**config.mk**
```make
export PLATFORM = sky130hd
export DESIGN_NAME = alu_seq_flat
export DESIGN_NICKNAME = d
export VERILOG_FILES = /design/src/rtl/alu_seq_if.sv /design/src/rtl/alu_seq.sv /design/src/flat_wrapper.sv
export SDC_FILE = /design/constraint.sdc
export NUM_CORES = 1
export LEC_CHECK = 0
export ABC_AREA = 1
export BUFFER_PORTS_ARGS = -buffer_cell sky130_fd_sc_hd__buf_2
export CAP_MARGIN = 20
export CORE_UTILIZATION = 60
export CTS_BUF_LIST = sky130_fd_sc_hd__clkbuf_8
export DETAILED_ROUTE_END_ITERATION = 7
export PLACE_DENSITY = 0.81
export SETUP_SLACK_MARGIN = 0.05
export SYNTH_ARGS = -nofsm -noshare
export SYNTH_HDL_FRONTEND = slang
export SYNTH_SLANG_ARGS = --single-unit
```
**constraint.sdc**
```tcl
create_clock -name clk -period 2.8 [get_ports clk]
set_clock_uncertainty 0.2 [all_clocks]
set_input_delay 0.42 -clock clk [delete_from_list [all_inputs] [get_ports clk]]
set_output_delay 0.42 -clock clk [all_outputs]
set_load 0.01 [all_outputs]
```
**src/rtl/alu_seq_if.sv**
```systemverilog
// alu_seq_if: request/response bundle for alu_seq.
// The consumer side drives the master modport; alu_seq takes the slave modport.
interface alu_seq_if #(
    parameter int WIDTH = 64
);
    logic             in_valid;
    logic             in_ready;
    logic [3:0]       op;
    logic [WIDTH-1:0] a;
    logic [WIDTH-1:0] b;
    logic             cin;
    logic             out_valid;
    logic             out_ready;
    logic [WIDTH-1:0] result;
    logic             flag_c;
    logic             flag_z;
    logic             flag_o;
    logic             flag_n;
    logic             err;
    logic             busy;

    modport master (
        output in_valid, op, a, b, cin, out_ready,
        input  in_ready, out_valid, result, flag_c, flag_z, flag_o, flag_n, err, busy
    );

    modport slave (
        input  in_valid, op, a, b, cin, out_ready,
        output in_ready, out_valid, result, flag_c, flag_z, flag_o, flag_n, err, busy
    );
endinterface

```
**src/rtl/alu_seq.sv**
```systemverilog
// alu_seq: handshaked ALU with registered result/flags and a 1-bit-per-cycle shifter.
// Define ALU_SEQ_MUL_EN to add op 8, an iterative unsigned shift-add multiplier.
module alu_seq #(
    parameter int WIDTH = 64
) (
    input logic      clk,
    input logic      rst_n,
    alu_seq_if.slave bus
);
    localparam int SHAMT_W = $clog2(WIDTH);

    localparam logic [3:0] OP_AND = 4'd0;
    localparam logic [3:0] OP_OR  = 4'd1;
    localparam logic [3:0] OP_XOR = 4'd2;
    localparam logic [3:0] OP_ADD = 4'd3;
    localparam logic [3:0] OP_SUB = 4'd4;
    localparam logic [3:0] OP_SLL = 4'd5;
    localparam logic [3:0] OP_SRL = 4'd6;
    localparam logic [3:0] OP_SRA = 4'd7;
`ifdef ALU_SEQ_MUL_EN
    localparam logic [3:0] OP_MUL = 4'd8;
`endif

    localparam logic [1:0] ST_IDLE  = 2'd0;
    localparam logic [1:0] ST_SHIFT = 2'd1;
`ifdef ALU_SEQ_MUL_EN
    localparam logic [1:0] ST_MUL   = 2'd2;
`endif
    localparam logic [1:0] ST_DONE  = 2'd3;

    logic [1:0]         r_state;
    logic [1:0]         w_state_next;
    logic [3:0]         r_op;
    logic [WIDTH-1:0]   r_acc;
    logic [SHAMT_W-1:0] r_cnt;
    logic [WIDTH-1:0]   r_result;
    logic               r_flag_c;
    logic               r_flag_z;
    logic               r_flag_o;
    logic               r_flag_n;
    logic               r_err;
    logic               r_out_valid;

    logic               w_in_ready;
    logic               w_accept;
    logic               w_is_shift;
    logic               w_is_mul;
    logic               w_multi;
    logic [SHAMT_W-1:0] w_shamt;
    logic [WIDTH-1:0]   w_b_eff;
    logic               w_cin_eff;
    logic [WIDTH:0]     w_sum;
    logic [WIDTH:0]     w_in_step;
    logic [WIDTH:0]     w_acc_step;
    logic               w_wr_en;
    logic [WIDTH-1:0]   w_wr_res;
    logic               w_wr_c;
    logic               w_wr_o;
    logic               w_wr_err;

    // One shift step; the MSB of the return value is the bit shifted out.
    function automatic logic [WIDTH:0] shift_step(input logic [3:0] op, input logic [WIDTH-1:0] v);
        logic [WIDTH:0] step;
        if (op == OP_SLL) begin
            step = {v, 1'b0};
        end else if (op == OP_SRL) begin
            step = {v[0], 1'b0, v[WIDTH-1:1]};
        end else begin
            step = {v[0], v[WIDTH-1], v[WIDTH-1:1]};
        end
        return step;
    endfunction

    assign w_in_ready = (r_state == ST_IDLE) && (!r_out_valid || bus.out_ready);
    assign w_accept   = bus.in_valid && w_in_ready;
    assign w_shamt    = bus.b[SHAMT_W-1:0];
    assign w_is_shift = (bus.op == OP_SLL) || (bus.op == OP_SRL) || (bus.op == OP_SRA);
`ifdef ALU_SEQ_MUL_EN
    assign w_is_mul   = (bus.op == OP_MUL);
`else
    assign w_is_mul   = 1'b0;
`endif
    // The accept edge already performs the first shift step, so shamt 0 and 1 finish at once.
    assign w_multi    = w_is_mul || (w_is_shift && (w_shamt > SHAMT_W'(1)));

    assign w_b_eff    = (bus.op == OP_SUB) ? ~bus.b : bus.b;
    assign w_cin_eff  = (bus.op == OP_SUB) || ((bus.op == OP_ADD) && bus.cin);
    assign w_sum      = {1'b0, bus.a} + {1'b0, w_b_eff} + {{WIDTH{1'b0}}, w_cin_eff};
    assign w_in_step  = shift_step(bus.op, bus.a);
    assign w_acc_step = shift_step(r_op, r_acc);

`ifdef ALU_SEQ_MUL_EN
    logic [WIDTH-1:0] r_mul_a;
    logic [WIDTH-1:0] r_mul_hi;
    logic [WIDTH:0]   w_mul_sum;

    // Shift-add step: r_mul_hi:r_acc holds the partial product, r_acc starts as the multiplier.
    assign w_mul_sum = {1'b0, r_mul_hi} + (r_acc[0] ? {1'b0, r_mul_a} : '0);

    always_ff @(posedge clk or negedge rst_n) begin
        if (!rst_n) begin
            r_mul_a  <= '0;
            r_mul_hi <= '0;
        end else if (w_accept) begin
            r_mul_a  <= bus.a;
            r_mul_hi <= '0;
        end else if (r_state == ST_MUL) begin
            r_mul_hi <= w_mul_sum[WIDTH:1];
        end
    end
`endif

    always_comb begin
        w_wr_en  = 1'b0;
        w_wr_res = '0;
        w_wr_c   = 1'b0;
        w_wr_o   = 1'b0;
        w_wr_err = 1'b0;
        if (w_accept && !w_multi) begin
            w_wr_en = 1'b1;
            case (bus.op)
                OP_AND: w_wr_res = bus.a & bus.b;
                OP_OR:  w_wr_res = bus.a | bus.b;
                OP_XOR: w_wr_res = bus.a ^ bus.b;
                OP_ADD, OP_SUB: begin
                    w_wr_res = w_sum[WIDTH-1:0];
                    w_wr_c   = w_sum[WIDTH];
                    w_wr_o   = (bus.a[WIDTH-1] == w_b_eff[WIDTH-1]) &&
                               (w_sum[WIDTH-1] != bus.a[WIDTH-1]);
                end
                OP_SLL, OP_SRL, OP_SRA: begin
                    if (w_shamt == '0) begin
                        w_wr_res = bus.a;
                    end else begin
                        w_wr_res = w_in_step[WIDTH-1:0];
                        w_wr_c   = w_in_step[WIDTH];
                    end
                end
                default: w_wr_err = 1'b1;
            endcase
        end else if (r_state == ST_DONE) begin
            w_wr_en = 1'b1;
`ifdef ALU_SEQ_MUL_EN
            if (r_op == OP_MUL) begin
                w_wr_res = {w_mul_sum[0], r_acc[WIDTH-1:1]};
                w_wr_c   = |w_mul_sum[WIDTH:1];
                w_wr_o   = |w_mul_sum[WIDTH:1];
            end else
`endif
            begin
                w_wr_res = w_acc_step[WIDTH-1:0];
                w_wr_c   = w_acc_step[WIDTH];
            end
        end
    end

    always_comb begin
        w_state_next = r_state;
        case (r_state)
            ST_IDLE: begin
                if (w_accept && w_multi) begin
`ifdef ALU_SEQ_MUL_EN
                    if (w_is_mul) w_state_next = ST_MUL;
                    else
`endif
                    if (w_shamt == SHAMT_W'(2)) w_state_next = ST_DONE;
                    else w_state_next = ST_SHIFT;
                end
            end
            ST_SHIFT: if (r_cnt == SHAMT_W'(1)) w_state_next = ST_DONE;
`ifdef ALU_SEQ_MUL_EN
            ST_MUL:   if (r_cnt == SHAMT_W'(1)) w_state_next = ST_DONE;
`endif
            default:  w_state_next = ST_IDLE;
        endcase
    end

    always_ff @(posedge clk or negedge rst_n) begin
        if (!rst_n) begin
            r_state     <= ST_IDLE;
            r_op        <= '0;
            r_acc       <= '0;
            r_cnt       <= '0;
            r_result    <= '0;
            r_flag_c    <= 1'b0;
            r_flag_z    <= 1'b0;
            r_flag_o    <= 1'b0;
            r_flag_n    <= 1'b0;
            r_err       <= 1'b0;
            r_out_valid <= 1'b0;
        end else begin
            r_state <= w_state_next;
            // r_cnt counts the remaining steps before the final (DONE) step.
            if (w_accept) begin
                r_op  <= bus.op;
                r_acc <= w_is_mul ? bus.b : w_in_step[WIDTH-1:0];
                r_cnt <= w_is_mul ? SHAMT_W'(WIDTH - 1) : (w_shamt - SHAMT_W'(2));
            end else if (r_state == ST_SHIFT) begin
                r_acc <= w_acc_step[WIDTH-1:0];
                r_cnt <= r_cnt - SHAMT_W'(1);
            end
`ifdef ALU_SEQ_MUL_EN
            else if (r_state == ST_MUL) begin
                r_acc <= {w_mul_sum[0], r_acc[WIDTH-1:1]};
                r_cnt <= r_cnt - SHAMT_W'(1);
            end
`endif

            if (w_wr_en) begin
                r_result    <= w_wr_res;
                r_flag_c    <= w_wr_c;
                r_flag_z    <= (w_wr_res == '0);
                r_flag_o    <= w_wr_o;
                r_flag_n    <= w_wr_res[WIDTH-1];
                r_err       <= w_wr_err;
                r_out_valid <= 1'b1;
            end else if (w_accept || (r_out_valid && bus.out_ready)) begin
                r_out_valid <= 1'b0;
            end
        end
    end

    assign bus.in_ready  = w_in_ready;
    assign bus.out_valid = r_out_valid;
    assign bus.result    = r_result;
    assign bus.flag_c    = r_flag_c;
    assign bus.flag_z    = r_flag_z;
    assign bus.flag_o    = r_flag_o;
    assign bus.flag_n    = r_flag_n;
    assign bus.err       = r_err;
    assign bus.busy      = (r_state != ST_IDLE);
endmodule

```
**src/flat_wrapper.sv**
```systemverilog
// flat-port wrapper written by rule: the top's interface ports become plain ports
module alu_seq_flat 
#(
    parameter int WIDTH = 64
)
  (clk, rst_n, bus_in_valid, bus_op, bus_a, bus_b, bus_cin, bus_out_ready, bus_in_ready, bus_out_valid, bus_result, bus_flag_c, bus_flag_z, bus_flag_o, bus_flag_n, bus_err, bus_busy);
  alu_seq_if #(.WIDTH(WIDTH)) bus_i ();
  input logic clk;
  input logic rst_n;
  input wire logic [$bits(bus_i.in_valid)-1:0] bus_in_valid;
  input wire logic [$bits(bus_i.op)-1:0] bus_op;
  input wire logic [$bits(bus_i.a)-1:0] bus_a;
  input wire logic [$bits(bus_i.b)-1:0] bus_b;
  input wire logic [$bits(bus_i.cin)-1:0] bus_cin;
  input wire logic [$bits(bus_i.out_ready)-1:0] bus_out_ready;
  output wire logic [$bits(bus_i.in_ready)-1:0] bus_in_ready;
  output wire logic [$bits(bus_i.out_valid)-1:0] bus_out_valid;
  output wire logic [$bits(bus_i.result)-1:0] bus_result;
  output wire logic [$bits(bus_i.flag_c)-1:0] bus_flag_c;
  output wire logic [$bits(bus_i.flag_z)-1:0] bus_flag_z;
  output wire logic [$bits(bus_i.flag_o)-1:0] bus_flag_o;
  output wire logic [$bits(bus_i.flag_n)-1:0] bus_flag_n;
  output wire logic [$bits(bus_i.err)-1:0] bus_err;
  output wire logic [$bits(bus_i.busy)-1:0] bus_busy;
  assign bus_i.in_valid = bus_in_valid;
  assign bus_i.op = bus_op;
  assign bus_i.a = bus_a;
  assign bus_i.b = bus_b;
  assign bus_i.cin = bus_cin;
  assign bus_i.out_ready = bus_out_ready;
  assign bus_in_ready = bus_i.in_ready;
  assign bus_out_valid = bus_i.out_valid;
  assign bus_result = bus_i.result;
  assign bus_flag_c = bus_i.flag_c;
  assign bus_flag_z = bus_i.flag_z;
  assign bus_flag_o = bus_i.flag_o;
  assign bus_flag_n = bus_i.flag_n;
  assign bus_err = bus_i.err;
  assign bus_busy = bus_i.busy;
  alu_seq #(.WIDTH(WIDTH)) u_core (.clk(clk), .rst_n(rst_n), .bus(bus_i));
endmodule
```
==> metrics, run 1 <==
Syn Inst Count=about 3300; Remaining Overflow, GRT=974; EDFF count, synth=0; status=did not finish; Yosys top cell area share=22.2%; largest family of logic cells by synthesized area=simple AND/OR/NAND/NOR gates; post-synth top area cell=nand2_1; die height=~180 um; Post-Syn Area=19200 um2; Post-Synth Simple-Gate Area=between 30% and 40%; initial core utilization=60.8%; FFs w/ async S/R, synth=100%; Main synth FF type=dfrtp_1; post-synthesis sequential area ratio=between 10% and 20%; Post-Synth Adder-Cell Area=12.9%; Syn Area/Cell=5.88 um2; H-tree depth=4; Syn Nets=3598; Placement Rows=65; Synth area leaders=nand2_1 22%, dfrtp_1 19%, ha_1 13%; die width=between 150 and 200 um; Num CTS Buffers=17; compound-gate portion of the synthesized area=roughly 17%; placed wire-length estimate=68200 um; Worst EP post-GRT repair=u_core.bus.flag_z$_DFFE_PN0P_/D; Max Root-Sink Buffers=2; stop err=[ERROR GRT-0232] Routing congestion too high. Check the congestion heatmap in the GUI.; Warnings, synthesis=0; Total GRT Usage=97.2%; count of cell types in the netlist=46; IO Count=about 210; Stop stage=global routing; most common cell in the netlist=nand2_1; register bit total from synthesis=about 150; Post-Synth XOR/XNOR Area=3.15%; worst_ep kind=register input; clk sinks=145; commonest cells in the netlist=1138 x nand2_1, 554 x inv_1, 234 x nor2_1; Clock Root Buffer=clkbuf_8; port bufs=208; GPL Wtd Cong=1.16; fraction of synthesized area in multiplexers=0.111%; largest net degree at the start of global routing=93
-- metrics by stage --
step	setup slack, ns	instances	hold WS (ns)	util (%)	instance area, um2
floorplan	-0.482	3265	-0.0756	-	19700
CTS	-0.636	4452	0.138	86.9	27400
global placement	-1.45	4378	0.250	81.0	25600
detailed placement	-1.59	4378	0.258	81.0	25600
-- kinds of logic after synthesis --
| group | count (synthesis) |
|---|---|
| buffers and inverters | 679 |
| AOI/OAI and AO/OA | 536 |
| xor gates and xnor gates | 69 |
| DFF | 145 |
| muxes | 2 |
| and+or+nand+nor | 1638 |
| adders and majority gates | 196 |
-- layer usage --
metal | GRT usage, % | overflow
met5 | 72.4 | 4
met4 | 102 | 255
met3 | 89.4 | 76
met2 | 107 | 571
met1 | 94.0 | 68
-- repair_timing --
action | in CTS
endpoints found under the hold margin | 65
resized for setup | 310
gates cloned | 3
setup buffers | 39
setup endpoints to repair | 61
hold buffers | 2
pin swaps | 82
==> inputs of run 2 (changes only) <==
--- a/config.mk
+++ b/config.mk
@@ -8,11 +8,9 @@
 export ABC_AREA = 1
 export BUFFER_PORTS_ARGS = -buffer_cell sky130_fd_sc_hd__buf_2
 export CAP_MARGIN = 20
-export CORE_UTILIZATION = 60
-export CTS_BUF_LIST = sky130_fd_sc_hd__clkbuf_8
+export CORE_UTILIZATION = 40
 export DETAILED_ROUTE_END_ITERATION = 7
-export PLACE_DENSITY = 0.81
-export SETUP_SLACK_MARGIN = 0.05
+export PLACE_DENSITY_LB_ADDON = 0.15
 export SYNTH_ARGS = -nofsm -noshare
 export SYNTH_HDL_FRONTEND = slang
 export SYNTH_SLANG_ARGS = --single-unit
==> run 2 against run 1 <==
Net effect:
- the flow now finishes, with violations (negative setup slack)
- synthesized cell count is the same
- area after synthesis is the same
==> metrics, run 2 <==
status=complete, but fails checks; failing checks=negative setup slack; routed wl met3=9800 um; WP depth=28; commonest non-fill, non-tap cells in the layout=816 x nand2_1, 647 x buf_4, 501 x inv_1, 238 x nand2_2, 203 x buf_2; Remaining Overflow, GRT=0; Logic pwr share=60.5%; FFs w/ async S/R, synth=100% (unchanged); WP data required=2.98 ns; WHS=roughly 0.15 ns; setup_tns=-18.57 ns; Worst path max stage delay=0.34 ns; Layout Utilization=66.3%; Post-Synth XOR/XNOR Area=3.15% (unchanged); max-cap viol count=0; CP endpoint kind=flip-flop; Syn Inst Count=3265 (unchanged); worst slew pin tran=0.742 ns; hold depth=4; Hold Path Class=in -> reg; Placed Cells=4631 (+5.8%); Avg WL per Cell=a little over 20 um; most frequent CP cell=nand2_1; fraction of synthesized area in multiplexers=0.111% (unchanged); commonest non-fill, non-tap cell in the layout=nand2_1; crit-path leading delay family=simple AND/OR/NAND/NOR gates; Num CTS Buffers=17 (unchanged); Largest Register=u_core.r_acc; post-synth top area cell=nand2_1; antenna-violating nets left=0; DR top layer=met5; DRT iter0 DRCs=2837; Worst Path Max Fanout=8; critical path's slowest cell=ha_4; final WL=approximately 98000 um; TritonCTS clock tree=yes; maximum vdd drop=about 650 uV; Worst-path clk slew=~0.060 ns; Period minus WS final=3.57 ns; Setup CP Type=in -> reg; H-tree depth=4 (unchanged); count of cell types in the netlist=46 (unchanged); die width=221 um (+22%); max frequency=0.280 GHz; final hold violation count=0; Flop pwr share=24.4%; Cell Int Power=8.19 mW; Post-Place Worst Slack=-1.54 ns (+0.0575 ns); Clock Root Buffer=clkbuf_16; initial core utilization=40.9% (-20 points); Critical Path AT=3.74 ns; Yosys top cell area share=22.2% (unchanged); Total GRT Usage=a little under 40%; Worst Reg2Reg Path Length in Cells=16; Pwr Total=15.2 mW; Non-Filler Instances=4754; die height=221 um (+22%); PwrDens=488 nW/um2; most common cell in the netlist=nand2_1; sw frac=between 40% and 50%; Layout area overhead=62.1%; via count=25700; Syn Nets=3598 (unchanged); post-route cell area=around 31000 um2; post-place instance area=26200 um2 (+2.7%); post-synthesis sequential area ratio=18.9% (unchanged); Syn Area/Cell=5.88 um2 (unchanged); vias in the first global route=23900; Core Region=approximately 47000 um2; Worst Slack Setup Final=-0.766 ns; number of antenna violations at the first check in global routing=2; WL met2=a little over 40000 um; Final period util=127%; unrepaired setup endpoints after global routing=yes; Synth area leaders=nand2_1 22%, dfrtp_1 19%, ha_1 13%; Max Root-Sink Buffers=2 (unchanged); Placement Rows=79 (+22%); Warnings, synthesis=0 (unchanged); nature of the critical path startpoint=input port; Main synth FF type=dfrtp_1; Post-Synth Simple-Gate Area=34.6% (unchanged); port bufs=208 (unchanged); EDFF count, synth=0 (unchanged); largest family of logic cells by synthesized area=simple AND/OR/NAND/NOR gates; commonest cells in the netlist=1138 x nand2_1, 554 x inv_1, 234 x nor2_1; via/cell ratio=5.41; Final setup viols=56; largest net degree at the start of global routing=69; Slew Viols, Final=0; Skew-Pair Late Insertion Delay=approximately 0.44 ns; Die Area=48900 um2; # diodes=0; Pre-Repair DR Iteration Count=6; register bit total from synthesis=145 (unchanged); drc violations=0; fillers=between 4000 and 5000; Post-Syn Area=19200 um2 (unchanged); Sw Pwr=roughly 7 mW; Post-Synth Adder-Cell Area=12.9% (unchanged); fin nets=between 4000 and 5000; first-pass GRT wire length=144000 um; placed wire-length estimate=78700 um (+15%); max FFs per register=64; clock share of power=15.1%; GPL Wtd Cong=1.04 (-11%); IO Count=209 (unchanged); Rel. slew slack=50.6%; Pleak=17.3 nW; clk sinks=145 (unchanged); Critical path buffers and inverters=5; M1 WL=44500 um; compound-gate portion of the synthesized area=16.7% (unchanged); share of layout cells above drive strength 1=42.1%
==> run 2: cell counts after synthesis <==
Identical to the previous run, type by type.
==> run 2: metal layers <==
metal	global-route usage, %	vias to the layer above
met1	57.4	12200
met3	6.37	162
met5	0	-
met2	56.2	1283
met4	11.1	2
li1	-	12100
==> run 2: cell families (layout without fill, tap and decap cells) <==
group | Yosys count | after routing
AND/OR/NAND/NOR | 1638 | 1638
buffers and inverters | 679 | 1561
AO/OA/AOI/OAI | 536 | 536
adder cells (fa/ha/maj) | 196 | 196
flip-flops | 145 | 145
XOR/XNOR | 69 | 69
multiplexers | 2 | 2
==> run 2: worst paths after layout <==
path / from / to / slack [ns]
setup reg to reg: u_core.r_state[1]$_DFFE_PN0P_ / u_core.bus.result[28]$_DFFE_PN0P_ / -0.13
min in group asynchronous: rst_n / u_core.bus.result[12]$_DFFE_PN0P_ / 0.33
setup / recovery: bus_op[3] / u_core.bus.flag_z$_DFFE_PN0P_ / -0.77
max in group asynchronous: rst_n / u_core.bus.result[59]$_DFFE_PN0P_ / 1.33
hold / removal: bus_op[2] / u_core.r_op[2]$_DFFE_PN0P_ / 0.15
hold reg to reg: u_core.bus.result[27]$_DFFE_PN0P_ / u_core.bus.result[27]$_DFFE_PN0P_ / 0.27
==> run 2: timing repair <==
action | 4_1_cts | 5_1_grt
buffers inserted | 51 | 55
hold buffers | 2 | 0
setup endpoints to repair | 59 | 78
resized for setup | 425 | 500
endpoints found under the hold margin | 49 | 0
pin swaps | 119 | 231
gates cloned | 3 | 1
==> run 2: worst min-delay path: cells and delay by family <==
kind / cells / cell delay [ns]
buf+inv: 2 / 0.21
simple gates: 1 / 0.06
compound gates: 1 / 0.06
==> run 2: area by class of cell <==
type	count	area, um2	area share, %
Timing Repair Buffer	967	7520	24.1
Sequential cell	145	3630	11.7
Inverter	562	2120	6.83
Clock buffer	19	453	1.46
Tap cell	607	759	2.44
Multi-Input combinational cell	2441	16500	53.0
Clock inverter	13	136	0.438
==> run 2: power by group through the flow <==
| stage | clock [mW] | combinational, mW | sequential (mW) |
|---|---|---|---|
| floorplan | 0 | 4.23 | 3.80 |
| global placement | 0 | 7.66 | 3.68 |
| detailed placement | 0 | 7.77 | 3.71 |
| CTS | 2.32 | 8.30 | 3.68 |
| global route | 2.39 | 9.95 | 3.81 |
| finish | 2.29 | 9.20 | 3.71 |
(Power assumes the default switching activity.)
==> inputs of run 3 (changes only) <==
--- a/config.mk
+++ b/config.mk
@@ -5,7 +5,6 @@
 export SDC_FILE = /design/constraint.sdc
 export NUM_CORES = 1
 export LEC_CHECK = 0
-export ABC_AREA = 1
 export BUFFER_PORTS_ARGS = -buffer_cell sky130_fd_sc_hd__buf_2
 export CAP_MARGIN = 20
 export CORE_UTILIZATION = 40
==> constraint.sdc (replaced) <==
create_clock -name clk -period 2.8 [get_ports clk]
set_clock_uncertainty 0.2 [all_clocks]
set_input_delay 0.42 -clock clk [delete_from_list [all_inputs] [get_ports clk]]
set_output_delay 0.42 -clock clk [all_outputs]
set_load 0.05 [all_outputs]
==> run 3 against run 2 <==
Net effect:
- the run still ends with negative setup slack left
- global-route usage decreased by 1.2 points
- total power increased by 14%
- synthesized cell count decreased by 33%
- clock-buffer cell count unchanged
==> metrics, run 3 <==
antenna-violating nets left=0 (unchanged); Worst Slack Setup Final=-1.86 ns (-1.09 ns); Pwr Total=17.3 mW (+14%); via count=21500 (-16%); max frequency=0.215 GHz (-23%); initial core utilization=41.0% (+0.074 points); nature of the critical path startpoint=input port; clk sinks=145 (unchanged); Period minus WS final=4.66 ns (+1.09 ns); status=complete, but fails checks; hold_sp=bus_op[2]; Final period util=166% (+39 points); Layout Utilization=65.6% (-0.72 points); Core Region=42300 um2 (-9.9%); RR Endpoint=u_core.bus.flag_z$_DFFE_PN0P_; count of cell types in the netlist=75 (+63%); PwrDens=622 nW/um2 (+28%); Worst-path clk slew=0.07 ns (about the same); max FFs per register=64 (unchanged); Rel. slew slack=51.7% (+1.1 points); commonest cells in the netlist=226 x nand2_1, 194 x ha_1, 185 x mux2i_1; Num CTS Buffers=17 (unchanged); post-synth top area cell=dfrtp_1; TritonCTS clock tree=yes; IO Count=209 (unchanged); Setup CP Type=in -> reg; H-tree depth=4 (unchanged); EDFF count, synth=0 (unchanged); share of layout cells above drive strength 1=43.6% (+1.5 points); largest family of logic cells by synthesized area=compound AO/OA/AOI/OAI gates; maximum vdd drop=666 uV (+3.1%); Total GRT Usage=37.2% (-1.2 points); FF-to-FF setup slack=-1.28 ns (-1.15 ns); Post-Synth XOR/XNOR Area=5.96% (+2.8 points); CP endpoint kind=flip-flop; failing checks=negative setup slack; post-route cell area=27800 um2 (-11%); Max Root-Sink Buffers=2 (unchanged); fillers=3660 (-12%); Warnings, synthesis=0 (unchanged); Logic pwr share=62.9% (+2.4 points); Flop pwr share=22.1% (-2.3 points); Syn Area/Cell=7.93 um2 (+35%); Post-Synth Simple-Gate Area=14.5% (-20 points); Worst Path Max Fanout=8 (unchanged); vias in the first global route=21200 (-12%); Largest Register=u_core.r_acc; largest net degree at the start of global routing=59 (-14%); Pre-Repair DR Iteration Count=5 (-1); most common cell in the netlist=nand2_1; post-synthesis sequential area ratio=20.9% (+2.0 points); Skew-Pair Late Insertion Delay=0.49 ns (+0.05 ns); number of antenna violations at the first check in global routing=1 (-1); post-place instance area=24600 um2 (-6.2%); unrepaired setup endpoints after global routing=yes; WP data required=3.00 ns (+0.02 ns); Final setup viols=63 (+13%); FFs w/ async S/R, synth=100% (unchanged); worst slew pin tran=0.716 ns (-0.0254 ns); drc violations=0 (unchanged); max-cap viol count=0 (unchanged); GPL Wtd Cong=1.01 (-2.3%); Post-Syn Area=17300 um2 (-9.7%); Layout area overhead=60.0%; die width=210 um (-4.9%); Synth area leaders=dfrtp_1 21%, ha_1 14%, mux2i_1 11%; placed wire-length estimate=63600 um (-19%); Post-Synth Adder-Cell Area=14.2% (+1.4 points); via/cell ratio=5.83 (+7.9%); WHS Endpoint=u_core.r_op[2]$_DFFE_PN0P_; Worst Reg2Reg Path Length in Cells=13 (-3); register bit total from synthesis=145 (unchanged); fraction of synthesized area in multiplexers=11.3% (+11 points); final hold violation count=0 (unchanged); Die Area=44200 um2 (-9.6%); Remaining Overflow, GRT=0 (unchanged); Worst Setup SP=bus_op[3]; Pleak=13.7 nW (-21%); commonest non-fill, non-tap cells in the layout=752 x buf_4, 203 x buf_2, 200 x nand2_1, 184 x mux2i_1, 183 x ha_1; fin nets=3434 (-23%); launch point of the worst reg-to-reg path=u_core.r_op[3]$_DFFE_PN0P_; Placement Rows=75 (-5.1%); Syn Inst Count=2186 (-33%); Avg WL per Cell=22.7 um (+10%); Cell Int Power=9.08 mW (+11%); Clock Root Buffer=clkbuf_16; die height=210 um (-4.9%); compound-gate portion of the synthesized area=26.4% (+9.8 points); commonest non-fill, non-tap cell in the layout=buf_4; Syn Nets=2519 (-30%); port bufs=208 (unchanged); Critical Path AT=4.86 ns (+1.12 ns); DRT iter0 DRCs=2007 (-29%); Main synth FF type=dfrtp_1; clock share of power=14.9% (-0.2 points); Hold Path Class=in -> reg; final WL=83700 um (-15%); sw frac=47.5% (+1.4 points); Yosys top cell area share=20.9% (-1.3 points); Sw Pwr=8.20 mW (+17%); Slew Viols, Final=0 (unchanged); first-pass GRT wire length=125000 um (-13%); hold depth=4 (unchanged)
==> run 3: cell count changes in the layout (fill, tap and decap cells not counted), moves of 85 or more <==
cell,previous run,this run
mux2i_1,1,184
nand2_2,238,22
inv_1,501,145
nand2_4,89,4
nand2_1,816,200
o21ai_0,182,67
buf_4,647,752
==> run 3: layer usage <==
layer / share of wire, % / global-route usage, % / up-vias
met5: 0 / 0 / -
met4: 3.3 / 13.9 / 0
met2: 44 / 57.3 / 1002
met1: 44 / 51.8 / 10500
li1: - / - / 9851
met3: 8.3 / 6.59 / 159
==> run 3: power by group through the flow <==
stage	logic [mW]	clock network [mW]	registers, mW
final	10.9	2.58	3.82
after CTS	10.4	2.61	3.79
after global routing	11.5	2.70	3.92
after floorplan	4.15	0	5.17
after detailed placement	9.90	0	3.81
after global placement	9.76	0	3.78
==> run 3: worst max-delay path by stage <==
| stage | to | slack [ns] |
|---|---|---|
| after floorplan | u_core.bus.flag_z$_DFFE_PN0P_ | -1.80 |
| after global placement | u_core.bus.flag_z$_DFFE_PN0P_ | -2.61 |
| after detailed placement | u_core.bus.flag_z$_DFFE_PN0P_ | -2.67 |
| after CTS | u_core.bus.flag_z$_DFFE_PN0P_ | -1.75 |
| after global routing | u_core.bus.flag_z$_DFFE_PN0P_ | -1.95 |
| final | u_core.bus.flag_z$_DFFE_PN0P_ | -1.86 |
==> run 3: kinds of logic (layout without fill, tap and decap cells) <==
family / count (synthesis) / after routing
AND/OR/NAND/NOR: 551 / 551
adder cells (fa/ha/maj): 196 / 196
flip-flops: 145 / 145
multiplexers: 195 / 195
buffers and inverters: 299 / 1226
XOR/XNOR: 118 / 118
AO/OA/AOI/OAI: 682 / 682
other: 0 / 1
==> run 3: layout make-up <==
| type | instances | area (um2) | share of cell area (%) |
|---|---|---|---|
| antenna | 1 | 2.50 | 0.00902 |
| clock buffer | 19 | 433 | 1.56 |
| inverter | 146 | 548 | 1.97 |
| timing repair buffer | 1049 | 8040 | 29.0 |
| clock inverter | 12 | 181 | 0.654 |
| sequential | 145 | 3630 | 13.1 |
| tap | 577 | 722 | 2.60 |
| multi-input combinational | 1742 | 14200 | 51.2 |
==> run 3: repair_timing <==
action,CTS,global route
hold buffers,1,0
hold endpoints to repair,48,0
cloned,4,2
endpoints found under the setup margin,71,68
buffers inserted,67,34
pin swaps,97,74
gates resized for setup,262,124
==> run 3: metrics by stage <==
step / instances / hold slack (ns) / TNS (ns) / worst slack, ns
after floorplan: 2186 / -0.0756 / -55.93 / -1.80
after global placement: 3571 / 0.207 / -98.47 / -2.61
after detailed placement: 3571 / 0.208 / -100.58 / -2.67
after CTS: 3664 / 0.0568 / -47.62 / -1.75
after global routing: 3690 / 0.108 / -57.38 / -1.95
final: 3691 / 0.0799 / -51.95 / -1.86
==> run 3: worst max-delay path: stages <==
cell      delay, ns
buf_8          0.10
nor4b_4        0.32
buf_12         0.20
buf_12         0.12
buf_16         0.14
xnor2_2        0.11
ha_1           0.29
a21oi_4        0.18
buf_4          0.14
o211ai_1       0.11
nand2_2        0.19
buf_12         0.13
a21oi_2        0.06
buf_6          0.13
a211o_1        0.28
a21o_1         0.21
buf_12         0.15
buf_4          0.13
buf_6          0.12
a221oi_2       0.26
xor2_1         0.24
o221ai_2       0.17
nor2_1         0.13
nand4_1        0.20
o31ai_2        0.29
